--- src/rtl/dust_pkg.sv ---
// ---------------------------------------------------------------------------
// dust_pkg
// Shared types and default timing constants for the dust-mote reader-side
// pulse encoder.
//   dust_state_e     : encoder FSM states
//   DEF_*            : default parameter values (gap lengths in clock cycles)
//   WAKE_PULSES      : number of wake pulses that open every frame
// ---------------------------------------------------------------------------
package dust_pkg;

    typedef enum logic [2:0] {
        IDLE,
        WAKE,
        GAP,
        BIT,
        TERM,
        DONE,
        SCAN
    } dust_state_e;

    localparam int DEF_AMP_W      = 4;
    localparam int DEF_SEP_LOW    = 1;
    localparam int DEF_SHORT_LOW  = 3;
    localparam int DEF_LONG_LOW   = 7;
    localparam int DEF_RX_TIMEOUT = 10;
    localparam int WAKE_PULSES    = 3;

endpackage

--- src/rtl/dust_pulse_encoder_if.sv ---
// ---------------------------------------------------------------------------
// dust_pulse_encoder_if
// Request/status bundle between a frame requester and the pulse encoder.
//   start    : frame request
//   amp      : amplitude word, latched with an accepted start
//   scan     : scan-pulse request
//   busy     : encoder emitting, requests ignored
//   armed    : a frame has completed, scans are allowed
//   done     : one-cycle pulse at frame end
//   DATA_OUT : registered single-wire pulse line to the receiver
// Modports: master = requester side, slave = encoder side.
// ---------------------------------------------------------------------------
interface dust_pulse_encoder_if
    import dust_pkg::*;
#(
    parameter int AMP_W = DEF_AMP_W
);
    logic             start;
    logic [AMP_W-1:0] amp;
    logic             scan;
    logic             busy;
    logic             armed;
    logic             done;
    logic             DATA_OUT;

    modport master (
        output start, amp, scan,
        input  busy, armed, done, DATA_OUT
    );

    modport slave (
        input  start, amp, scan,
        output busy, armed, done, DATA_OUT
    );
endinterface

--- src/rtl/dust_gap_timer.sv ---
// ---------------------------------------------------------------------------
// dust_gap_timer
// Loadable down-counter used to time every low gap on the pulse line.
// The counter stops at zero; zero is flagged combinationally from the count.
//   clk      : clock
//   rst_n    : asynchronous active-low reset
//   load     : load load_val this cycle (takes priority over counting)
//   load_val : value to load (gap length minus one)
//   zero     : count has reached zero
// ---------------------------------------------------------------------------
module dust_gap_timer #(
    parameter int W = 4
) (
    input  logic         clk,
    input  logic         rst_n,
    input  logic         load,
    input  logic [W-1:0] load_val,
    output logic         zero
);
    logic [W-1:0] cnt_q;

    assign zero = (cnt_q == '0);

    always_ff @(posedge clk or negedge rst_n) begin
        if (!rst_n) begin
            cnt_q <= '0;
        end else if (load) begin
            cnt_q <= load_val;
        end else if (!zero) begin
            cnt_q <= cnt_q - W'(1);
        end
    end
endmodule

--- src/rtl/dust_pulse_encoder.sv ---
// ---------------------------------------------------------------------------
// dust_pulse_encoder
// Reader-side pulse-pattern generator for the dust-mote receiver DATA_IN.
// A frame is: 3 wake pulses, AMP_W bits (MSB first) encoded by the two
// intra-bit gaps, and a terminate pulse. After a frame, scan pulses may be
// requested. All outputs are flops.
//   CLK_IN : clock
//   rst    : asynchronous active-low reset
//   bus    : dust_pulse_encoder_if slave (start/amp/scan in,
//            busy/armed/done/DATA_OUT out)
//
// state | meaning
// ------+-----------------------------------------------------------------
// IDLE  | waiting for start (or scan when armed)
// WAKE  | wake pulses with SEP_LOW gaps, pulse index 0..2
// GAP   | SEP_LOW low before each bit and before the terminate pulse
// BIT   | pulse, gap A, pulse, gap B, pulse; pulse index 0..2
// TERM  | terminate pulse
// DONE  | one cycle, done=1, armed=1; requests accepted as in IDLE
// SCAN  | one scan pulse, then SEP_LOW low
// ---------------------------------------------------------------------------
module dust_pulse_encoder
    import dust_pkg::*;
#(
    parameter int AMP_W      = DEF_AMP_W,
    parameter int SEP_LOW    = DEF_SEP_LOW,
    parameter int SHORT_LOW  = DEF_SHORT_LOW,
    parameter int LONG_LOW   = DEF_LONG_LOW,
    parameter int RX_TIMEOUT = DEF_RX_TIMEOUT
) (
    input  logic                 CLK_IN,
    input  logic                 rst,
    dust_pulse_encoder_if.slave  bus
);
    // The gap timer holds length-1, so SEP_LOW must be at least 1 as well.
    if (!(SEP_LOW >= 1 && SEP_LOW < SHORT_LOW && SHORT_LOW < LONG_LOW &&
          LONG_LOW < RX_TIMEOUT)) begin : g_param_check
        $error("dust_pulse_encoder: need 1 <= SEP_LOW < SHORT_LOW < LONG_LOW < RX_TIMEOUT");
    end

    localparam int TW  = $clog2(RX_TIMEOUT);
    localparam int BCW = (AMP_W > 1) ? $clog2(AMP_W) : 1;

    localparam logic [TW-1:0] SEP_V   = TW'(SEP_LOW - 1);
    localparam logic [TW-1:0] SHORT_V = TW'(SHORT_LOW - 1);
    localparam logic [TW-1:0] LONG_V  = TW'(LONG_LOW - 1);

    dust_state_e      state_q, state_d;
    logic             data_q, data_d;
    logic             busy_q, busy_d;
    logic             done_q, done_d;
    logic             armed_q, armed_d;
    logic [1:0]       pidx_q, pidx_d;
    logic [BCW-1:0]   bcnt_q, bcnt_d;
    logic [AMP_W-1:0] sh_q, sh_d;
    logic             last_q, last_d;   // all bits sent, next GAP leads to TERM

    logic             tmr_load;
    logic [TW-1:0]    tmr_val;
    logic             tmr_zero;
    logic             cur_bit;

    assign cur_bit = sh_q[AMP_W-1];

    dust_gap_timer #(
        .W (TW)
    ) u_gap_timer (
        .clk      (CLK_IN),
        .rst_n    (rst),
        .load     (tmr_load),
        .load_val (tmr_val),
        .zero     (tmr_zero)
    );

    always_ff @(posedge CLK_IN or negedge rst) begin
        if (!rst) begin
            state_q <= IDLE;
            data_q  <= 1'b0;
            busy_q  <= 1'b0;
            done_q  <= 1'b0;
            armed_q <= 1'b0;
            pidx_q  <= '0;
            bcnt_q  <= '0;
            sh_q    <= '0;
            last_q  <= 1'b0;
        end else begin
            state_q <= state_d;
            data_q  <= data_d;
            busy_q  <= busy_d;
            done_q  <= done_d;
            armed_q <= armed_d;
            pidx_q  <= pidx_d;
            bcnt_q  <= bcnt_d;
            sh_q    <= sh_d;
            last_q  <= last_d;
        end
    end

    // data_q is the pulse line itself: inside WAKE/BIT/SCAN a high data_q
    // marks the pulse cycle, where the following gap is loaded.
    always_comb begin
        state_d  = state_q;
        data_d   = 1'b0;
        armed_d  = armed_q;
        pidx_d   = pidx_q;
        bcnt_d   = bcnt_q;
        sh_d     = sh_q;
        last_d   = last_q;
        tmr_load = 1'b0;
        tmr_val  = SEP_V;

        case (state_q)
            IDLE, DONE: begin
                state_d = IDLE;
                if (bus.start) begin
                    state_d = WAKE;
                    data_d  = 1'b1;
                    armed_d = 1'b0;
                    pidx_d  = '0;
                    bcnt_d  = BCW'(AMP_W - 1);
                    sh_d    = bus.amp;
                    last_d  = 1'b0;
                end else if (bus.scan && armed_q) begin
                    state_d = SCAN;
                    data_d  = 1'b1;
                end
            end
            WAKE: begin
                if (data_q) begin
                    tmr_load = 1'b1;
                    tmr_val  = SEP_V;
                    if (pidx_q == 2'(WAKE_PULSES - 1)) begin
                        state_d = GAP;
                    end else begin
                        pidx_d = pidx_q + 2'd1;
                    end
                end else if (tmr_zero) begin
                    data_d = 1'b1;
                end
            end
            GAP: begin
                if (tmr_zero) begin
                    state_d = last_q ? TERM : BIT;
                    data_d  = 1'b1;
                    pidx_d  = '0;
                end
            end
            BIT: begin
                if (data_q) begin
                    tmr_load = 1'b1;
                    case (pidx_q)
                        2'd0: begin
                            tmr_val = cur_bit ? LONG_V : SHORT_V;
                            pidx_d  = 2'd1;
                        end
                        2'd1: begin
                            tmr_val = cur_bit ? SHORT_V : LONG_V;
                            pidx_d  = 2'd2;
                        end
                        default: begin
                            tmr_val = SEP_V;
                            state_d = GAP;
                            sh_d    = sh_q << 1;
                            if (bcnt_q == '0) begin
                                last_d = 1'b1;
                            end else begin
                                bcnt_d = bcnt_q - BCW'(1);
                            end
                        end
                    endcase
                end else if (tmr_zero) begin
                    data_d = 1'b1;
                end
            end
            TERM: begin
                state_d = DONE;
                armed_d = 1'b1;
            end
            SCAN: begin
                if (data_q) begin
                    tmr_load = 1'b1;
                    tmr_val  = SEP_V;
                end else if (tmr_zero) begin
                    state_d = IDLE;
                end
            end
            default: begin
                state_d = IDLE;
            end
        endcase
    end

    // busy/done are registered from the next state so they never glitch.
    assign busy_d = (state_d != IDLE) && (state_d != DONE);
    assign done_d = (state_d == DONE);

    assign bus.DATA_OUT = data_q;
    assign bus.busy     = busy_q;
    assign bus.done     = done_q;
    assign bus.armed    = armed_q;
endmodule

--- src/flat_wrapper.sv ---
// flat-port wrapper written by rule: the top's interface ports become plain ports
module dust_pulse_encoder_flat import dust_pkg::*;
#(
    parameter int AMP_W      = DEF_AMP_W,
    parameter int SEP_LOW    = DEF_SEP_LOW,
    parameter int SHORT_LOW  = DEF_SHORT_LOW,
    parameter int LONG_LOW   = DEF_LONG_LOW,
    parameter int RX_TIMEOUT = DEF_RX_TIMEOUT
)
  (CLK_IN, rst, bus_start, bus_amp, bus_scan, bus_busy, bus_armed, bus_done, bus_DATA_OUT);
  dust_pulse_encoder_if #(.AMP_W(AMP_W)) bus_i ();
  input  logic CLK_IN;
  input  logic rst;
  input wire logic [$bits(bus_i.start)-1:0] bus_start;
  input wire logic [$bits(bus_i.amp)-1:0] bus_amp;
  input wire logic [$bits(bus_i.scan)-1:0] bus_scan;
  output wire logic [$bits(bus_i.busy)-1:0] bus_busy;
  output wire logic [$bits(bus_i.armed)-1:0] bus_armed;
  output wire logic [$bits(bus_i.done)-1:0] bus_done;
  output wire logic [$bits(bus_i.DATA_OUT)-1:0] bus_DATA_OUT;
  assign bus_i.start = bus_start;
  assign bus_i.amp = bus_amp;
  assign bus_i.scan = bus_scan;
  assign bus_busy = bus_i.busy;
  assign bus_armed = bus_i.armed;
  assign bus_done = bus_i.done;
  assign bus_DATA_OUT = bus_i.DATA_OUT;
  dust_pulse_encoder #(.AMP_W(AMP_W), .SEP_LOW(SEP_LOW), .SHORT_LOW(SHORT_LOW), .LONG_LOW(LONG_LOW), .RX_TIMEOUT(RX_TIMEOUT)) u_core (.CLK_IN(CLK_IN), .rst(rst), .bus(bus_i));
endmodule
--- config.mk ---
export PLATFORM = sky130hd
export DESIGN_NAME = dust_pulse_encoder_flat
export DESIGN_NICKNAME = d
export VERILOG_FILES = /design/src/rtl/dust_pkg.sv /design/src/rtl/dust_pulse_encoder_if.sv /design/src/rtl/dust_gap_timer.sv /design/src/rtl/dust_pulse_encoder.sv /design/src/flat_wrapper.sv
export SDC_FILE = /design/constraint.sdc
export NUM_CORES = 1
export LEC_CHECK = 0
export BUFFER_PORTS_ARGS = -buffer_cell sky130_fd_sc_hd__buf_2
export CAP_MARGIN = 10
export CELL_PAD_IN_SITES_DETAIL_PLACEMENT = 1
export CELL_PAD_IN_SITES_GLOBAL_PLACEMENT = 2
export CORE_MARGIN = 5
export CORE_UTILIZATION = 32
export CTS_CLUSTER_SIZE = 8
export DETAILED_ROUTE_END_ITERATION = 10
export MAX_ROUTING_LAYER = met4
export PLACE_DENSITY = 0.84
export SKIP_LAST_GASP = 1
export SLEW_MARGIN = 10
export SYNTH_ARGS = -nofsm -noshare
export SYNTH_HDL_FRONTEND = slang
export SYNTH_SLANG_ARGS = --single-unit
--- constraint.sdc ---
create_clock -name CLK_IN -period 1.73 [get_ports CLK_IN]
set_clock_uncertainty 0.05 [all_clocks]
set_input_delay 0.0865 -clock CLK_IN [delete_from_list [all_inputs] [get_ports CLK_IN]]
set_output_delay 0.0865 -clock CLK_IN [all_outputs]
set_load 0.01 [all_outputs]
; Word level (Yosys, flattened, before mapping)
; Index checks and enable logic that the tools add are counted.
[classes]
n_addsub = 3
multipliers = 0
div = 0
order_cmp = 0
n_eq_ne = 20
n_shift = 0
muxes = 47
bitwise = 0
reduce_logical = 19
[op_table]
columns = op, n
row1 = 2-to-1 mux 3 bit, 12
row2 = 2-to-1 mux 4 bit, 7
row3 = 2-to-1 mux 2 bit, 9
row4 = case mux 3 bit (6 select lines), 1
row5 = case mux 4 bit (2 select lines), 2
row6 = equality test 3 bit (second input constant), 4
row7 = 2-to-1 mux 1 bit, 10
row8 = inequality test 2 x 1 -> 1 bit (second input constant), 5
row9 = AND reduction 5 bit, 2
row10 = inequality test 2 bit (second input constant), 4
row11 = case mux 2 bit (2 select lines), 2
row12 = case mux 2 bit (4 select lines), 1
row13 = AND reduction 7 bit, 1
row14 = equality test 3 x 2 -> 1 bit (second input constant), 2
row15 = inequality test 3 bit (second input constant), 2
row16 = OR reduction 2 bit, 3
row17 = zero test 2 bit, 2
row18 = zero test 4 bit, 1
row19 = case mux 1 bit (2 select lines), 2
row20 = AND reduction 4 bit, 1
row21 = nonzero test 2 bit, 2
row22 = nonzero test 4 bit, 1
row23 = subtractor 4 x 1 -> 4 bit (second input constant), 1
row24 = equality test 3 x 1 -> 1 bit (second input constant), 1
row25 = other kinds (10), 11
[word_totals]
reg_bits = 20
latch_bits = 0
mem_bits_rw = 0
mem_bits_ro = 0
n_memories = 0

; Depth between registers and ports, before layout
[logic_depth]
word_depth = 7
mapped_depth = 6
mapped_depth_nobuf = 6

; Cells and area by module
; A second synthesis with hierarchy kept.
[unflattened]
cells_unflattened = 134
hier_area_um2 = 1238.7
[by_module_without_submodules]
columns = module, instances, cells_per_inst, area_per_inst_um2, seq_area_each_um2
row1 = dust_pulse_encoder, 1, 112, 1004.7, 400.4
row2 = dust_gap_timer, 1, 22, 234.0, 100.1

; Worst setup path after synthesis
; Ideal clock, no wire load.
[synth_path]
path_kind = register -> register
startpoint = reg u_core.pidx_q[1]
endpoint = reg u_core.bcnt_q[0]
setup_time_ps = 79
arrival_time_ps = 1506
required_time_ps = 1601
path_slack_ps = 95
stages_incl_launch_ff = 7
path_buffers = 0
cell_sequence = dfrtp_1 > inv_1 > ha_1 > or2_2 > o22ai_4 > nor2b_4 > mux2i_1
[synth_via]
elab_chain_len = 4
[synth_lines]
columns = item, line
row1 = "start, declared", dust_pulse_encoder.sv:53  ; logic [1:0] pidx_q, pidx_d;
row2 = "start signal, assigned", dust_pulse_encoder.sv:92  ; pidx_q <= pidx_d;
row3 = equality test 2 x 1 -> 1 bit or zero test 2 bit (tied branches), dust_pulse_encoder.sv:151  ; case (pidx_q)
row4 = OR reduction 2 bit (no source line) *, -
row5 = inequality test 2 bit (no source line) *, -
row6 = AND reduction 5 bit (no source line) *, -
row7 = "end signal, assigned", dust_pulse_encoder.sv:93  ; bcnt_q <= bcnt_d;
row8 = "end, declared", dust_pulse_encoder.sv:54  ; logic [BCW-1:0] bcnt_q, bcnt_d;
; Every way passes the cells marked *; elsewhere a longest branch is shown, timed or not.
; A chain may end at the register's enable or synchronous reset.

; Worst setup path in the final report
[layout_path]
startpoint = reg u_core.pidx_q[1]
endpoint = reg u_core.pidx_q[1]
[layout_via]
elab_chain_len = 4
[layout_lines]
columns = item, line
row1 = adder 2 x 1 -> 2 bit (tied with other cells), dust_pulse_encoder.sv:135  ; pidx_d = pidx_q + 2'd1;
row2 = 2-to-1 mux 2 bit or case mux 2 bit (2 select lines) (tied branches), "dust_pulse_encoder.sv:132, dust_pulse_encoder.sv:151"
row3 = 2-to-1 mux 2 bit (on tied branches), "dust_pulse_encoder.sv:129, dust_pulse_encoder.sv:149"
row4 = case mux 2 bit (4 select lines), dust_pulse_encoder.sv:112  ; case (state_q)
; Parallel ways exist; a longest one is shown, timed or not. The select of a mux whose other input is x is not followed.

==> metrics.txt <==
sequential fraction of the synthesis area 40.7%; DP Wirelength 2300 um; Die X 72.0 um; All-Layer GR Usage 13.8%; synth cell count leaders dfrtp_1, nor2_1, nand2_1, inv_1, a21oi_1; placed cells 196; Hold Crit Class input pin to flip-flop; share of power burned in registers 32.3%; pwr dens 1750 nW/um^2; # DRC 0; I/O pin cnt 12; drt first pass iters 4; CP Capture Type flip-flop; syn_nets 146; DIE AREA 5180 sq um; Max Clk Rate 599 MHz; fillers 465; crit share post-route 96.5%; gr ovfl total 0; async set-reset flop share out of synthesis 100%; end point of the critical path u_core.pidx_q[1]; fin. max-slew vios 0; first-pass GRT wire length 5440 um; R2R Setup Slk 0.06 ns; H-tree Lvls 1; Starting Density 33.3%; setup violators final 0; number of max-cap violations 0; Peak VDD IR 552 uV; largest buffer count on any clock path 2; Worst-path clk slew 0.08 ns; share of cells above drive strength 1 24.5%; Sink Count 20; min cycle time layout 1.67 ns; Syn-to-layout area delta 21.6%; WS Path Type flip-flop to flip-flop; Worst R2R Path Depth 5; # diodes 0; Via Count 1041; via-per-instance ratio 5.13; Area after DPL 1380 sq um; number of synthesized flops with an enable pin 0; core area 3690 sq um; CP arrival 1.81 ns; Avg Inst Size Synth 9.24 sq um; FF-to-FF End u_core.pidx_q[1]; Hold Slack 0.0745 ns; Avg WL per Cell 15.3 um; root buffer cell clkbuf_8; Yosys top cell by area dfrtp_1; crit-path max FO 4; reg2reg start u_core.pidx_q[1]; Die Ht 72.0 um; crit start category flip-flop; ys flop type dfrtp_1; synth unique cells 38; count leader, synth dfrtp_1; Detail Route Antenna Nets 0; Starting DRT DRC Count 32; quantity of I/O buffers inserted on ports 11; largest net degree at the start of global routing 21; TritonCTS Buffers 3; NumNets Final 169; TritonCTS clock tree yes; post-route insts no fill 203; final WL 3100 um; status finished, final reports clean; Setup Total Neg Slack 0 ns; Worst setup startpoint u_core.pidx_q[1]; Worst Tran Pin Value 0.481 ns; Comb power frac 49.0%; gpl congestion 0.840; cell area after layout 1490 sq um; Ys Warns 0; cell count after synthesis 133; clock network power share 18.6%; vias in the first global route 1105; RSZ-0062 raised after global routing true; Final Hold Fails 0; cell types occupying the most area after synthesis dfrtp_1, mux2i_1, nor2_1; Syn Std Cell Area 1230 sq um; Clock Latency Late Sink 0.27 ns; sw frac 40.4%; Rows 22; top-area cell type share of the netlist area 40.7%; internal power 1.56 mW; Tot Pwr 2.61 mW; Leakage 0.689 nW; Slew headroom 68.0%; initial antenna violation count 0; CP required 1.87 ns; Sw Pwr 1.05 mW; Yosys reg bits 20
layout make-up:
type | count | area [sq um] | share of cell area, %
multi-input combinational | 98 | 677 | 45.3
clock inverter | 1 | 30.0 | 2.01
timing repair buffer | 22 | 143 | 9.55
clock buffer | 3 | 41.3 | 2.76
sequential | 20 | 502 | 33.6
inverter | 11 | 41.3 | 2.76
tap | 48 | 60.1 | 4.02
flip-flops by register name (all words and copies together) (netlist names):
| register | flops |
|---|---|
| u_core.state_q | 3 |
| u_core.bcnt_q | 2 |
| u_core.u_gap_timer.cnt_q | 4 |
| u_core.pidx_q | 2 |
| u_core.sh_q | 4 |
| u_core.bus.DATA_OUT | 1 |
| u_core.last_q | 1 |
| u_core.bus.busy | 1 |
| u_core.bus.armed | 1 |
| u_core.bus.done | 1 |
what timing repair did:
action	CTS	global route
buffers inserted	0	1
endpoints found under the setup margin	0	10
endpoints found under the hold margin	21	0
gates resized for setup	0	6
hold buffers	2	0
metal layers:
| metal | global-route usage (%) | routed length [um] |
|---|---|---|
| met2 | 22.0 | 1580 |
| met1 | 17.4 | 1390 |
| met5 | - | 0 |
| met3 | 2.91 | 89 |
| met4 | 4.38 | 38 |
cell usage in the layout (no fill, tap or decap), drive strengths merged, types with 2 or more instances in the layout:
master	instances
nand2b	3
dfrtp	20
mux2i	8
dlygate4sd3	2
buf	20
o31ai	2
o21ai	6
a31oi	3
a211oi	2
ha	5
inv	11
a21oi	11
xor2	2
and3	2
nor2	17
clkbuf	3
nor3	3
nand2	14
nor2b	4
kinds of logic after synthesis:
family                     share of synthesized area, %
adders and majority gates                          5.91
buffers and inverters                              5.50
AOI/OAI and AO/OA                                  16.8
and+or+nand+nor                                    22.4
xor gates and xnor gates                           2.14
muxes                                              6.52
DFF                                                40.7
worst min-delay path by stage:
stage                from                to  slack [ns]  depth (start not counted)
2_1_floorplan         rst  u_core.bcnt_q[0]       -0.26                          0
3_5_place_dp          rst   u_core.bus.done        0.03                          1
6_report       bus_amp[1]    u_core.sh_q[1]        0.07                          3
4_1_cts        bus_amp[1]    u_core.sh_q[1]        0.07                          3
3_3_place_gp          rst   u_core.bus.done        0.02                          1
5_1_grt        bus_amp[2]    u_core.sh_q[2]        0.10                          3
metrics by stage:
step | util, % | worst slack [ns]
3_3_place_gp | 37.3 | 0.125
4_1_cts | 39.8 | 0.000124
6_report | 40.5 | 0.0598
3_5_place_dp | 37.3 | 0.0468
2_1_floorplan | - | 0.0947
5_1_grt | 40.5 | -0.00845
power groups by stage:
stage          sequential, mW  combinational (mW)  clock [mW]
2_1_floorplan           0.782               0.932           0
3_3_place_gp            0.834                1.16           0
3_5_place_dp            0.848                1.21           0
4_1_cts                 0.842                1.23       0.498
5_1_grt                 0.876                1.43       0.525
6_report                0.845                1.28       0.486
worst max-delay path, cell delays in order, from the launching register on:
cell      delay (ns)
dfrtp_1         0.43
buf_4           0.15
ha_1            0.20
a211oi_1        0.25
o221a_2         0.27
mux2i_2         0.22
Power figures use the tool's default switching activity.
